File: src/rtl/exception_handler_pkg.sv
// Shared definitions for the exception sequencing unit: FSM states, cause codes
// and default handler vectors.
package exception_handler_pkg;

    typedef enum logic [2:0] {
        EXC_IDLE     = 3'd0,
        EXC_FLUSH    = 3'd1,
        EXC_REDIRECT = 3'd2,
        EXC_HANDLER  = 3'd3,
        EXC_RETURN   = 3'd4,
        EXC_HALT     = 3'd5
    } exc_state_t;

    typedef enum logic [1:0] {
        CAUSE_NONE  = 2'b00,
        CAUSE_STACK = 2'b01,
        CAUSE_MEM   = 2'b10
    } exc_cause_t;

    localparam logic [15:0] DEFAULT_STACK_VEC = 16'hFF00;
    localparam logic [15:0] DEFAULT_MEM_VEC   = 16'hFF80;
    localparam int unsigned CNT_WIDTH         = 4;

endpackage

File: src/rtl/exception_handler_if.sv
// Fetch-redirect handshake between the exception handler (master) and fetch (slave).
interface exception_handler_if #(
    parameter int unsigned PC_WIDTH = 16
);
    logic                redirect_valid_o;
    logic [PC_WIDTH-1:0] redirect_pc_o;
    logic                redirect_ready_i;

    modport master (output redirect_valid_o, output redirect_pc_o, input redirect_ready_i);
    modport slave  (input redirect_valid_o, input redirect_pc_o, output redirect_ready_i);
endinterface

File: src/rtl/exception_handler_exc_flush_counter.sv
// Loadable down-counter with zero flag; times the pipeline flush window.
module exc_flush_counter #(
    parameter int unsigned WIDTH = 4
) (
    input  logic             clk,
    input  logic             rst,
    input  logic             load,
    input  logic [WIDTH-1:0] load_val,
    input  logic             dec,
    output logic             zero
);
    logic [WIDTH-1:0] count;

    always_ff @(posedge clk) begin
        if (rst)
            count <= '0;
        else if (load)
            count <= load_val;
        else if (dec && count != '0)
            count <= count - 1'b1;
    end

    assign zero = (count == '0);
endmodule

File: src/rtl/exception_handler.sv
// Exception sequencer: capture fault, flush, redirect to handler vector,
// return to EPC on eret, halt on a fault inside the handler.
module exception_handler
    import exception_handler_pkg::*;
#(
    parameter int unsigned          PC_WIDTH     = 16,
    parameter logic [PC_WIDTH-1:0]  STACK_VEC    = DEFAULT_STACK_VEC,
    parameter logic [PC_WIDTH-1:0]  MEM_VEC      = DEFAULT_MEM_VEC,
    parameter int unsigned          FLUSH_CYCLES = 2
) (
    input  logic                clk,
    input  logic                rst,
    input  logic                exception,
    input  logic                exc_type,
    input  logic [PC_WIDTH-1:0] pc_mem,
    input  logic [15:0]         mem_address,
    input  logic                eret,
    exception_handler_if.master redir,
    output logic                flush_o,
    output logic [PC_WIDTH-1:0] epc_o,
    output logic [15:0]         badaddr_o,
    output logic [1:0]          cause_o,
    output logic                in_handler_o,
    output logic                halt_o
);
    exc_state_t          state;
    exc_cause_t          cause_q;
    logic                redirect_valid_q;
    logic [PC_WIDTH-1:0] redirect_pc_q;
    logic                cnt_load;
    logic                cnt_dec;
    logic                cnt_zero;

    assign cnt_load = (state == EXC_IDLE) && exception;
    assign cnt_dec  = (state == EXC_FLUSH);

    exc_flush_counter #(.WIDTH(CNT_WIDTH)) u_flush_counter (
        .clk      (clk),
        .rst      (rst),
        .load     (cnt_load),
        .load_val (CNT_WIDTH'(FLUSH_CYCLES - 1)),
        .dec      (cnt_dec),
        .zero     (cnt_zero)
    );

    // Outputs are registered alongside each state transition so none depends
    // combinationally on an input.
    always_ff @(posedge clk) begin
        if (rst) begin
            state            <= EXC_IDLE;
            flush_o          <= 1'b0;
            redirect_valid_q <= 1'b0;
            redirect_pc_q    <= '0;
            in_handler_o     <= 1'b0;
            halt_o           <= 1'b0;
            epc_o            <= '0;
            badaddr_o        <= '0;
            cause_q          <= CAUSE_NONE;
        end else begin
            case (state)
                EXC_IDLE: begin
                    if (exception) begin
                        epc_o     <= pc_mem;
                        badaddr_o <= mem_address;
                        cause_q   <= exc_type ? CAUSE_STACK : CAUSE_MEM;
                        flush_o   <= 1'b1;
                        state     <= EXC_FLUSH;
                    end
                end
                EXC_FLUSH: begin
                    if (cnt_zero) begin
                        flush_o          <= 1'b0;
                        redirect_valid_q <= 1'b1;
                        redirect_pc_q    <= (cause_q == CAUSE_STACK) ? STACK_VEC : MEM_VEC;
                        state            <= EXC_REDIRECT;
                    end
                end
                EXC_REDIRECT: begin
                    if (redir.redirect_ready_i) begin
                        redirect_valid_q <= 1'b0;
                        redirect_pc_q    <= '0;
                        in_handler_o     <= 1'b1;
                        state            <= EXC_HANDLER;
                    end
                end
                EXC_HANDLER: begin
                    if (exception) begin
                        in_handler_o <= 1'b0;
                        halt_o       <= 1'b1;
                        flush_o      <= 1'b1;
                        state        <= EXC_HALT;
                    end else if (eret) begin
                        redirect_valid_q <= 1'b1;
                        redirect_pc_q    <= epc_o;
                        state            <= EXC_RETURN;
                    end
                end
                EXC_RETURN: begin
                    if (redir.redirect_ready_i) begin
                        redirect_valid_q <= 1'b0;
                        redirect_pc_q    <= '0;
                        in_handler_o     <= 1'b0;
                        state            <= EXC_IDLE;
                    end
                end
                EXC_HALT: begin
                    state <= EXC_HALT;
                end
                default: begin
                    state <= EXC_IDLE;
                end
            endcase
        end
    end

    assign redir.redirect_valid_o = redirect_valid_q;
    assign redir.redirect_pc_o    = redirect_pc_q;
    assign cause_o                = cause_q;
endmodule

File: src/flat_wrapper.sv
// flat-port wrapper written by rule: the top's interface ports become plain ports
module exception_handler_flat import exception_handler_pkg::*;
#(
    parameter int unsigned          PC_WIDTH     = 16,
    parameter logic [PC_WIDTH-1:0]  STACK_VEC    = DEFAULT_STACK_VEC,
    parameter logic [PC_WIDTH-1:0]  MEM_VEC      = DEFAULT_MEM_VEC,
    parameter int unsigned          FLUSH_CYCLES = 2
)
  (clk, rst, exception, exc_type, pc_mem, mem_address, eret, flush_o, epc_o, badaddr_o, cause_o, in_handler_o, halt_o, redir_redirect_valid_o, redir_redirect_pc_o, redir_redirect_ready_i);
  exception_handler_if #(.PC_WIDTH(PC_WIDTH)) redir_i ();
  input  logic clk;
  input  logic rst;
  input  logic exception;
  input  logic exc_type;
  input  logic [PC_WIDTH-1:0] pc_mem;
  input  logic [15:0] mem_address;
  input  logic eret;
  output logic flush_o;
  output logic [PC_WIDTH-1:0] epc_o;
  output logic [15:0] badaddr_o;
  output logic [1:0] cause_o;
  output logic in_handler_o;
  output logic halt_o;
  output wire logic [$bits(redir_i.redirect_valid_o)-1:0] redir_redirect_valid_o;
  output wire logic [$bits(redir_i.redirect_pc_o)-1:0] redir_redirect_pc_o;
  input wire logic [$bits(redir_i.redirect_ready_i)-1:0] redir_redirect_ready_i;
  assign redir_redirect_valid_o = redir_i.redirect_valid_o;
  assign redir_redirect_pc_o = redir_i.redirect_pc_o;
  assign redir_i.redirect_ready_i = redir_redirect_ready_i;
  exception_handler #(.PC_WIDTH(PC_WIDTH), .STACK_VEC(STACK_VEC), .MEM_VEC(MEM_VEC), .FLUSH_CYCLES(FLUSH_CYCLES)) u_core (.clk(clk), .rst(rst), .exception(exception), .exc_type(exc_type), .pc_mem(pc_mem), .mem_address(mem_address), .eret(eret), .redir(redir_i), .flush_o(flush_o), .epc_o(epc_o), .badaddr_o(badaddr_o), .cause_o(cause_o), .in_handler_o(in_handler_o), .halt_o(halt_o));
endmodule
File: config.mk
export PLATFORM = sky130hd
export DESIGN_NAME = exception_handler_flat
export DESIGN_NICKNAME = d
export VERILOG_FILES = /design/src/rtl/exception_handler_pkg.sv /design/src/rtl/exception_handler_if.sv /design/src/rtl/exception_handler_exc_flush_counter.sv /design/src/rtl/exception_handler.sv /design/src/flat_wrapper.sv
export SDC_FILE = /design/constraint.sdc
export NUM_CORES = 1
export LEC_CHECK = 0
export ABC_AREA = 0
export CAP_MARGIN = 20
export CELL_PAD_IN_SITES_DETAIL_PLACEMENT = 1
export CELL_PAD_IN_SITES_GLOBAL_PLACEMENT = 1
export CORE_ASPECT_RATIO = 1.2
export CORE_UTILIZATION = 30
export CTS_BUF_LIST = sky130_fd_sc_hd__clkbuf_8
export CTS_CLUSTER_DIAMETER = 120
export CTS_CLUSTER_SIZE = 14
export DETAILED_ROUTE_END_ITERATION = 6
export PLACE_DENSITY_LB_ADDON = 0.3
export RECOVER_POWER = 25
export SLEW_MARGIN = 20
export SYNTH_ARGS = -nofsm -noshare
export SYNTH_HDL_FRONTEND = slang
export SYNTH_HIERARCHICAL = 1
export SYNTH_SLANG_ARGS = --single-unit
File: constraint.sdc
create_clock -name clk -period 2.46 [get_ports clk]
set_input_delay 0.369 -clock clk [delete_from_list [all_inputs] [get_ports clk]]
set_output_delay 0.369 -clock clk [all_outputs]
set_load 0.02 [all_outputs]
# Yosys cells after proc, flatten, opt, wreduce, memory -nomap -nowiden
# Cells that the tools add are included.
dict set report op_classes {
  shift 0
  n_eq_ne 16
  n_addsub 1
  div_mod_pow 0
  n_lt_le_gt_ge 0
  reduce_logical 18
  muxes 27
  bitwise_logic 0
  multipliers 0
}
# operator n
set ops {}
lappend ops {{$mux 16} 4}
lappend ops {{$pmux 16 s3} 1}
lappend ops {{$mux 3} 6}
lappend ops {{$pmux 3 s6} 1}
lappend ops {{$ne 2x2->1 const B} 6}
lappend ops {{$mux 1} 10}
lappend ops {{$reduce_and 5->1} 2}
lappend ops {{$mux 8} 1}
lappend ops {{$eq 3x2->1 const B} 2}
lappend ops {{$eq 3x3->1 const B} 2}
lappend ops {{$ne 2x1->1 const B} 3}
lappend ops {{$pmux 1 s3} 2}
lappend ops {{$reduce_bool 3->1} 2}
lappend ops {{$reduce_or 2->1} 3}
lappend ops {{$logic_not 4->1} 1}
lappend ops {{$reduce_and 2->1} 2}
lappend ops {{$reduce_and 4->1} 1}
lappend ops {{$reduce_bool 2->1} 2}
lappend ops {{$reduce_bool 4->1} 1}
lappend ops {{$sub 4x1->4 const B} 1}
lappend ops {{$eq 3x1->1 const B} 1}
lappend ops {{$logic_not 3->1} 1}
lappend ops {{$ne 3x3->1 const B} 1}
lappend ops {{$reduce_and 3->1} 1}
lappend ops {{other kinds (4)} 5}
dict set report word_totals {
  in_bits 38
  memories 0
  latchBits 0
  mem_bits_ro 0
  regBits 61
  mem_bits_rw 0
  wordCells 73
}

# Depth between registers and ports, before layout
dict set report depth {
  ltp_word 4
  ltp_mapped 9
}

# By module
# The synthesis kept the hierarchy.
# module cells_per_inst area_each_um2 n_inst
set by_module_without_submodules {}
lappend by_module_without_submodules {exception_handler 289 2412.3 1}
lappend by_module_without_submodules {exc_flush_counter 29 262.8 1}

# Least setup slack after synthesis
# No wires, ideal clock.
dict set report synth_path {
  path_kind {reg2reg}
  from {reg u_core.u_flush_counter.count[1]}
  to {reg u_core.redirect_pc_q[13], in the netlist u_core/redir.redirect_pc_o[13]}
  path_stages_with_launch 10
  t_arrival_ns 2.061
  period_less_slack_ns 2.183
  required_ns 2.339
  path_slack_ns 0.277
  setup_time_ns 0.121
  n_path_buf 1
  cell_sequence {dfxtp_1 -> inv_1 -> ha_1 -> or3b_4 -> inv_1 -> nor4b_2 -> a211oi_4 -> nand2_4 -> buf_6 -> mux2_4}
}
dict set report synth_via {
  elab_chain_len 3
}
# item line
set synth_lines {}
lappend synth_lines {{start, declared} exception_handler_exc_flush_counter.sv:12} ;# logic [WIDTH-1:0] count;
lappend synth_lines {{start signal, assigned} exception_handler_exc_flush_counter.sv:18} ;# count <= load_val;
lappend synth_lines {{start signal, assigned} exception_handler_exc_flush_counter.sv:20} ;# count <= count - 1'b1;
lappend synth_lines {{$logic_not 4->1} exception_handler_exc_flush_counter.sv:23} ;# assign zero = (count == '0);
lappend synth_lines {{named net u_core.cnt_zero} exception_handler.sv:32} ;# logic cnt_zero;
lappend synth_lines {{$ne 2x1->1 (no source line)} -}
lappend synth_lines {{$reduce_and 5->1 (no source line)} -}
lappend synth_lines {{end signal, assigned} exception_handler.sv:74} ;# redirect_pc_q <= (cause_q == CAUSE_STACK) ? STACK_VEC : MEM_VEC;
lappend synth_lines {{end signal, assigned} exception_handler.sv:94} ;# redirect_pc_q <= epc_o;
lappend synth_lines {{end, declared} exception_handler.sv:29} ;# logic [PC_WIDTH-1:0] redirect_pc_q;
# The timed path passes the listed nets, and every way through them passes these cells.
# A chain may end at the register's enable or synchronous reset.

# Worst setup path in the final report
dict set report layout_path {
  from {reg u_core.u_flush_counter.count[1]}
  to {reg u_core.redirect_pc_q[0], in the netlist u_core/redir.redirect_pc_o[0]}
}
# The elaborated chain is that of the path after synthesis.

==> results.txt <==
The run finished with clean final reports. In the post-synthesis netlist, the biggest area contributors are sky130_fd_sc_hd__dfxtp_1 46%, sky130_fd_sc_hd__nand2_1 13%, sky130_fd_sc_hd__a21oi_1 8.6%, sky130_fd_sc_hd__mux2i_1 3.4%, sky130_fd_sc_hd__nand2b_1 2.6%. The first detailed-routing pass took 4 iterations. The hold slack is 452.0 ps. STA classifies the critical path endpoint as a flop. Combinational family with the most area after synthesis: simple AND/OR/NAND/NOR gates. The number of remaining DRC errors came out at 0.

Clock skew on the completed layout was measured at 9.899 ps. For this design the ratio of total power to cell area is 1099 nW/um2. In this run the post-CTS setup repair buffer count came out at 0. For this configuration, the core starts out at a cell density of 31.07%. After filler insertion, the fill cell instance count of the layout stands at 1,041. The tools report the hold-critical path endpoint as u_core/badaddr_o[2]. The height of the die is 105.4 um, and the max capacitance violation total is 0.

For this run, the post-layout net count is 452. The critical path startpoint is u_core/u_flush_counter/count[1]. After global routing the overflow that remains totals 0.

The detail route stage leaves a number of antenna-violating nets equal to 0. In the synthesized netlist the async set-or-reset flop fraction comes to 0%. For this design, the slowest cell found on the critical path is sky130_fd_sc_hd__or3b_4. The total wire length was 7.641 mm; the number of vias per cell after detailed routing was 4.695.

The share of layout cells above drive strength 1 was 10.77%; the wire length per cell was 14.28 um. Summed over its instances, the top area cell type makes up 45.65% of the synthesized netlist area. The sequential-to-total area share from yosys stat was 45.65%; the last weighted congestion value of the routability-driven placer was 0.7291. The count of pins over their slew limit is 0. The endpoint identified for the worst register-to-register timing path is u_core/redir.redirect_pc_o[0].

Cell occurring most often along the worst timing path: sky130_fd_sc_hd__inv_1. The adder and majority gate portion of the synthesized area works out to 0.4677%. The startpoint kind of the worst setup timing path is a flop. Summing the areas of all compound-gate instances in the mapped netlist gives 17.21% of the synthesized area.

The count of final hold-check violations is 0, and the leakage power total is 1.537 nW. Entering global routing, the biggest net connects 35 pins. After the first detailed-routing iteration, the DRC count stood at 80. The share of synthesized cell area in and, or, nand and nor gates works out to 24.32%.

After synthesis, the netlist uses 42 different library cells. Adding up every negative setup slack in the final design gives 0 ps. In this run, synthesis produced a sequential element count of 61. Static timing analysis puts the maximum clock frequency at 430.7 MHz. Setup violations remaining at the end of the flow were counted as 0. The tools report the library cell used as clock root buffer as sky130_fd_sc_hd__clkbuf_8.

The logs give 6 for the yosys synthesis warning count and 8611 um2 for the core footprint. After legalization and detailed placement, the total HPWL measured 5.280 mm. The number of enable flip-flop cells after synthesis was 0. The worst slew margin relative to its limit was 58.22%; the largest buffer count on any clock path was 2. The die covers 9300 um2. The tools report the floorplan row count as 37. Setup repair after global routing left no endpoint under its margin. Power comes to 4.319 mW.

Ranked by instance count, the synthesized netlist is headed by 91 x sky130_fd_sc_hd__nand2_1, 61 x sky130_fd_sc_hd__dfxtp_1, 46 x sky130_fd_sc_hd__a21oi_1. The post-route fraction of the period consumed by the critical path was 94.39%. The first global-routing pass estimated 12.42 mm of wire. At the worst endpoint, the arrival time is 2540 ps. In this run the most critical hold path is launched from u_core/badaddr_o[2]. sky130_fd_sc_hd__dfxtp_1 takes more of the synthesized area than any other cell. The worst register-to-register path begins at u_core/u_flush_counter/count[1].

The worst path buffer plus inverter count was 3. The min-delay analysis places its worst path in the category flop to flop. The TritonCTS buffer count was 9. The most used flip-flop cell after synthesis is sky130_fd_sc_hd__dfxtp_1. At the later pin of the worst-skew pair, clock insertion delay measures 340 ps. The category of the most critical setup path was flop to flop. Post-synthesis to final-layout area growth: 46.96%.

For this run, the slowest stage of the critical path takes 440 ps. The cell count after synthesis is 318, and the die span in x is 88.20 um. The maximum fanout along the worst path works out to 9.

For the pin with the worst max-slew slack, the measured transition is 626.7 ps. The depth of the CTS H-tree is 3. The number of buffer cells added on primary ports came out at 91. The number of antenna diodes in the final layout is 0. For the finished layout, the period the worst path requires is 2322 ps. TritonCTS built the clock tree.

In the post-synthesis netlist, the cell with the most instances is sky130_fd_sc_hd__nand2_1. Counting cells, the worst reg-to-reg path comes to 9. Along the worst hold path, the cell count comes to 2. Walking the worst path, the cells encountered are inv_1 -> ha_1 -> or3b_4 -> inv_1 -> nor4b_2 -> a211oi_4 -> nand2_4 -> buf_4 -> mux2i_1. For the endpoint required time on the critical path, the log shows 2680 ps. The run gives 2675 um2 as the netlist area before placement. The clock input transition at the sequential cells of the worst setup and hold paths was 70 ps. The tools report the number of antenna violations at the first check in global routing as 0.

Of the post-synthesis cell area, the part taken by muxes is 7.156%. Summing over every cut layer, the via total after detailed routing is 2,512. The via count of the first global-routing pass was 2,637.

In this run the mean area of a mapped cell was 8.412 um2. The worst register-to-register path has a setup slack of 140 ps. In this design, the largest share of critical-path delay is due to simple AND/OR/NAND/NOR gates. The overall fraction of global-route tracks in use was 17.24%.

For this design the top-level I/O count stands at 92. Maximum ir drop on the vdd rail: 0.0003782 V. The xor and xnor area share after synthesis is 0.3274%. CTS saw 61 sinks.
-- flip-flops by register name, summed over array words and instances, names as in the netlist --
| name | cells |
|---|---|
| u_core/flush_o | 1 |
| u_core/state | 3 |
| u_core/u_flush_counter/count | 4 |
| u_core/epc_o | 16 |
| u_core/cause_o | 2 |
| u_core/badaddr_o | 16 |
| u_core/redir.redirect_valid_o | 1 |
| u_core/halt_o | 1 |
| u_core/redir.redirect_pc_o | 16 |
| u_core/in_handler_o | 1 |
-- tightest hold or removal path: cells and delay by family (launching register included) --
family | cells | cell delay [ps]
compound gates | 1 | 50
flops | 1 | 310
simple gates | 1 | 50
-- report_power, final --
part	switching, mW	internal [mW]	leakage, nW	total (mW)
clock	0.412	0.523	0.102	0.935
sequential	0.184	1.22	0.500	1.40
combinational	1.09	0.893	0.936	1.98
total	1.68	2.63	1.54	4.32
-- kinds of logic after synthesis --
group	count (synthesis)
AO/OA/AOI/OAI	72
XOR/XNOR	1
adder cells (fa/ha/maj)	1
buffers and inverters	27
flip-flops	61
multiplexers	17
other	2
AND/OR/NAND/NOR	137
-- what timing repair did --
item,CTS,global route
hold buffers,0,0
gates resized for setup,0,1
setup endpoints to repair,0,1
-- cell usage in the layout, fill, tap and decap left out, types with 2 or more instances in the layout --
| cell | netlist | layout |
|---|---|---|
| sky130_fd_sc_hd__a211oi_1 | 4 | 4 |
| sky130_fd_sc_hd__a21o_1 | 2 | 2 |
| sky130_fd_sc_hd__a21oi_1 | 46 | 46 |
| sky130_fd_sc_hd__a311oi_1 | 4 | 4 |
| sky130_fd_sc_hd__a31oi_1 | 2 | 2 |
| sky130_fd_sc_hd__buf_4 | 0 | 10 |
| sky130_fd_sc_hd__clkbuf_8 | 0 | 11 |
| sky130_fd_sc_hd__clkdlybuf4s50_1 | 0 | 64 |
| sky130_fd_sc_hd__clkinvlp_4 | 0 | 2 |
| sky130_fd_sc_hd__conb_1 | 2 | 4 |
| sky130_fd_sc_hd__dfxtp_1 | 61 | 61 |
| sky130_fd_sc_hd__dlygate4sd3_1 | 0 | 26 |
| sky130_fd_sc_hd__inv_1 | 7 | 7 |
| sky130_fd_sc_hd__mux2_2 | 5 | 5 |
| sky130_fd_sc_hd__mux2_4 | 3 | 3 |
| sky130_fd_sc_hd__mux2i_1 | 9 | 9 |
| sky130_fd_sc_hd__nand2_1 | 91 | 91 |
| sky130_fd_sc_hd__nand2b_1 | 11 | 11 |
| sky130_fd_sc_hd__nand4b_1 | 2 | 2 |
| sky130_fd_sc_hd__nor2_1 | 12 | 12 |
| sky130_fd_sc_hd__nor2b_1 | 11 | 11 |
| sky130_fd_sc_hd__nor4b_2 | 3 | 3 |
| sky130_fd_sc_hd__o21ai_0 | 4 | 4 |
-- worst max path at each step --
stage | slack [ps] | endpoint | depth (start not counted)
2_1_floorplan | 280 | u_core/redir.redirect_pc_o[13] | 9
3_3_place_gp | 240 | u_core/redir.redirect_pc_o[3] | 9
3_5_place_dp | 120 | u_core/state[0] | 8
4_1_cts | 120 | u_core/redir.redirect_pc_o[0] | 9
5_1_grt | 10 | u_core/redir.redirect_pc_o[6] | 9
6_report | 140 | u_core/redir.redirect_pc_o[0] | 9
-- cell type report --
class	instances	area [um2]	area share [%]
multi-input combinational	232	1343	34.15
sequential	61	1221	31.06
inverter	8	30.03	0.7638
tap	117	146.4	3.724
clock inverter	5	58.81	1.496
clock buffer	11	151.4	3.851
timing repair buffer	101	980.9	24.95
-- stage by stage --
stage               setup slack, ps  std cells  util (%)  area, um2
CTS                           123.9        535     45.61       3928
floorplan                     277.4        320         -       2683
global route                  14.72        535     45.66       3931
global placement              236.3        519     43.17       3717
finish                        137.9        535     45.66       3931
detailed placement            120.8        519     43.17       3717
-- routing by layer --
| metal | wire (um) | GRT usage [%] |
|---|---|---|
| met1 | 3251 | 19.18 |
| met2 | 3928 | 30.55 |
| met3 | 383 | 5.168 |
| met4 | 77 | 5.760 |
| met5 | 0 | 0 |
(Power assumes the default switching activity.)
==> RTL change 1 (config.mk and constraints unchanged) <==
The 6 states of `exc_state_t` get a one-hot encoding in 6 bits.
--- a/src/rtl/exception_handler_pkg.sv
+++ b/src/rtl/exception_handler_pkg.sv
@@ -2,13 +2,13 @@
 // and default handler vectors.
 package exception_handler_pkg;
 
-    typedef enum logic [2:0] {
-        EXC_IDLE     = 3'd0,
-        EXC_FLUSH    = 3'd1,
-        EXC_REDIRECT = 3'd2,
-        EXC_HANDLER  = 3'd3,
-        EXC_RETURN   = 3'd4,
-        EXC_HALT     = 3'd5
+    typedef enum logic [5:0] {
+        EXC_IDLE     = 6'b000001,
+        EXC_FLUSH    = 6'b000010,
+        EXC_REDIRECT = 6'b000100,
+        EXC_HANDLER  = 6'b001000,
+        EXC_RETURN   = 6'b010000,
+        EXC_HALT     = 6'b100000
     } exc_state_t;
 
     typedef enum logic [1:0] {
Behaviour: same outputs for any inputs over 10 cycles, from zero or initial values and one cycle with rst high; not proved beyond that.
==> RTL change 1 against the original RTL <==
Highest routed layer unchanged; largest cell class unchanged; critical path type unchanged; worst setup slack better by 0.060 ns; synthesized area is 0.98% higher; design area is 1.3% higher; utilization is 0.35 points higher; wire length is 7.9% higher; sequential cell count is 3 higher.
Power is not compared: it rests on default switching activity, and its combinational part moved more than twofold at a synthesized area within 25%.
==> RTL change 1: results (changes against the original RTL) <==
status: "complete, no violations"
drt_iter0_drc: 130  # +63%
power_per_cell_area_nw_per_um2: 717
drive_gt1_frac: 0.0769  # -0.0307
clk_latency_ns: 0.35
place_area_sq_um: 3730  # +0.30%
synth_cell_types: 43  # +2.4%
holdWs_ns: 0.455  # +0.00260 ns
ys_seq_area_frac: 0.474  # +0.0178
final_nets: 463  # +2.4%
grt_pass1_wl_mm: 13.4  # +7.7%
worst_ep_arrival_time_ns: 2.52  # -0.02 ns
synth_commonest_cells: "nand2_1 (71), dfxtp_1 (64), a21oi_1 (56)"
grt_max_degree: 40  # +14%
holdPathEnd: "u_core/badaddr_o[10]"
p_leak_nw: 1.53
reg2reg_to: "u_core/redir.redirect_pc_o[12]"
critPathMaxFanout: 34  # +25
hold_start: "u_core/badaddr_o[10]"
synth.area.top_cells: "dfxtp_1 (47%), a21oi_1 (10%), nand2_1 (9.9%)"
vias: 2673  # +6.4%
cts_root_buf: "clkbuf_8"
grt_use_total: 0.189  # +0.0161
clock_skew_ns: 0.0100  # +0.000101 ns
dp_hpwl_mm: 5.73  # +8.5%
grt_pass1_vias: 2798  # +6.1%
rrSetupSlack_ns: 0.20  # +0.06 ns
yosysTopAreaCell: "dfxtp_1"
gp_congestion: 0.781  # +7.1%
wire_per_inst_um: 15.1  # +5.8%
tightest_slew_ns: 0.782  # +0.155 ns
fillCellCount: 1048  # +0.67%
clk_pin_slew_ns: 0.08
==> RTL change 1: through the flow <==
| step | setup slack [ns] | std cells |
|---|---|---|
| 6_report | 0.198 | 546 |
| 4_1_cts | 0.197 | 546 |
| 5_1_grt | 0.0120 | 546 |
| 3_3_place_gp | 0.325 | 530 |
| 2_1_floorplan | 0.506 | 333 |
| 3_5_place_dp | 0.206 | 530 |
==> RTL change 1: per-layer routing <==
metal	GRT usage	wire [um]	up-vias	part of all wire
met2	0.327	4270	52	0.52
met5	0	0	-	0
met4	0.0853	145	0	0.018
met3	0.0520	412	11	0.050
li1	-	-	1315	-
met1	0.210	3420	1295	0.41
==> RTL change 1: layout make-up <==
type,instances,area share
Clock buffer,10,0.0346
Multi-Input combinational cell,239,0.323
Sequential cell,64,0.322
Timing Repair Buffer,101,0.246
Clock inverter,6,0.0292
Inverter,9,0.00848
Tap cell,117,0.0368
==> RTL change 1: logic make-up (layout without fill, tap and decap cells) <==
kind of cell,count (synthesis),in the layout,share of synthesized area
simple gates,140,140,0.243
compound gates,88,88,0.203
flops,64,64,0.474
buf+inv,30,126,0.0523
xor+xnor,4,4,0.0130
other cells,2,4,0.00278
mux,2,2,0.00741
fa+ha+maj,1,1,0.00463
==> RTL change 1: power breakdown <==
| part | internal, mW | switching (mW) |
|---|---|---|
| sequential | 1.11 | 0.0548 |
| clock | 0.706 | 0.443 |
| combinational | 0.241 | 0.303 |
| total | 2.06 | 0.801 |
==> RTL change 1: worst max-delay path, cell delays in order (launching register included) <==
cell and delay [ns]:
dfxtp_1 0.33, inv_1 0.11, ha_1 0.21, or3b_4 0.44, inv_1 0.07, nor2_1 0.04, nand4_1 0.18, o2111a_4 0.46
nor2_1 0.09, a211oi_1 0.23
==> RTL change 2 (same flow settings) <==
Made on the original files. Change the package constant `CNT_WIDTH` from 4 to 5.
--- a/src/rtl/exception_handler_pkg.sv
+++ b/src/rtl/exception_handler_pkg.sv
@@ -19,7 +19,7 @@
 
     localparam logic [15:0] DEFAULT_STACK_VEC = 16'hFF00;
     localparam logic [15:0] DEFAULT_MEM_VEC   = 16'hFF80;
-    localparam int unsigned CNT_WIDTH         = 4;
+    localparam int unsigned CNT_WIDTH         = 5;
 
 endpackage
 
Function: no difference found for any inputs over 10 cycles, from zero or initial values and one cycle with rst high; that may be too few to reach the edited logic, so the function may still have changed.
==> RTL change 2 against the original RTL <==
Synthesized area up 2.4%; worst setup slack better by 0.0011 ns; via count up 2.6%; power down 0.68%; design area up 0.45%; sequential cell count up 1; critical path depth down 1; wire length up 0.17%; die area up 2.3%; sequential share of layout area up 0.37 points; utilization down 0.28 points; clock skew about the same.
==> RTL change 2: results (changes against the original RTL) <==
instances_no_fill: 544  # +1.7%
critPathMaxFanout: 15  # +6
swShare: 0.407  # +0.0169
syn_area_per_cell_sq_um: 8.40  # -0.13%
dp.cells: 528  # +1.7%
grt_pass1_vias: 2688  # +1.9%
grt_pass1_wl_mm: 12.5  # +0.83%
status: "complete, no violations"
ys_warn_count: 6  # unchanged
synth_commonest_cells: "nand2_1 (91), dfxtp_1 (62), a21oi_1 (48)"
synth_cell_types: 46  # +9.5%
synth-xor-area-share: 0.00320  # -0.0000763
pg_comb_mw: 2.10  # +6%
p_leak_nw: 1.56  # +1.6%
ir_drop_uv: 354  # -6.4%
reg2reg_to: "u_core/redir.redirect_pc_o[13]"
dp_slack_ns: 0.128  # +0.00694 ns
synth.area.top_cells: "dfxtp_1 (45%), nand2_1 (12%), a21oi_1 (8.8%)"
via_per_inst: 4.74  # +0.89%
groute.layer.met2.usage: 0.292  # -0.0132
drive_gt1_frac: 0.101  # -0.00695
final_nets: 461  # +2.0%
cts_root_buf: "clkbuf_8"
dp_hpwl_mm: 5.47  # +3.6%
hold_start: "u_core/badaddr_o[13]"
use_met3: 0.0477  # -0.00395
synthAdderAreaFrac: 0.00457  # -0.000109
ys_seq_area_frac: 0.453  # -0.00333
drt_iter0_drc: 65  # -19%
place_area_sq_um: 3780  # +1.8%
synth_mux_area_frac: 0.0662  # -0.00532
critPathSlowestCell: "or4b_1"
fmax_mhz: 431  # about the same
synth_compound_area_frac: 0.181  # +0.00878
worst_ep_arrival_time_ns: 2.55  # about the same
gp_congestion: 0.715  # -1.9%
clock_skew_ns: 0.0100  # +0.000102 ns
fillCellCount: 1082  # +3.9%
grt_use_total: 0.171  # -0.00188
wire_per_inst_um: 14.1  # -1.5%
[RTL change 2: layout make-up]
cell class                      instances  area, sq um  area share
Multi-Input combinational cell        237         1370       0.346
Clock inverter                          6         30.0     0.00760
Timing Repair Buffer                  103          992       0.251
Clock buffer                           10          138      0.0349
Inverter                                9         33.8     0.00856
Tap cell                              117          146      0.0371
Sequential cell                        62         1240       0.314
[RTL change 2: worst min-delay path by stage]
stage | end | slack (ns) | depth (start not counted)
2_1_floorplan | u_core/u_flush_counter/count[3] | 0.44 | 1
3_3_place_gp | u_core/badaddr_o[11] | 0.44 | 2
3_5_place_dp | u_core/badaddr_o[13] | 0.45 | 2
4_1_cts | u_core/badaddr_o[11] | 0.46 | 2
5_1_grt | u_core/badaddr_o[4] | 0.47 | 2
6_report | u_core/badaddr_o[13] | 0.45 | 2
[RTL change 2: per-layer routing]
layer  wire length [um]  up-vias
met5                  0        -
met4                 70        0
met3                397        7
met2               3860       63
met1               3330     1224
li1                   -     1283
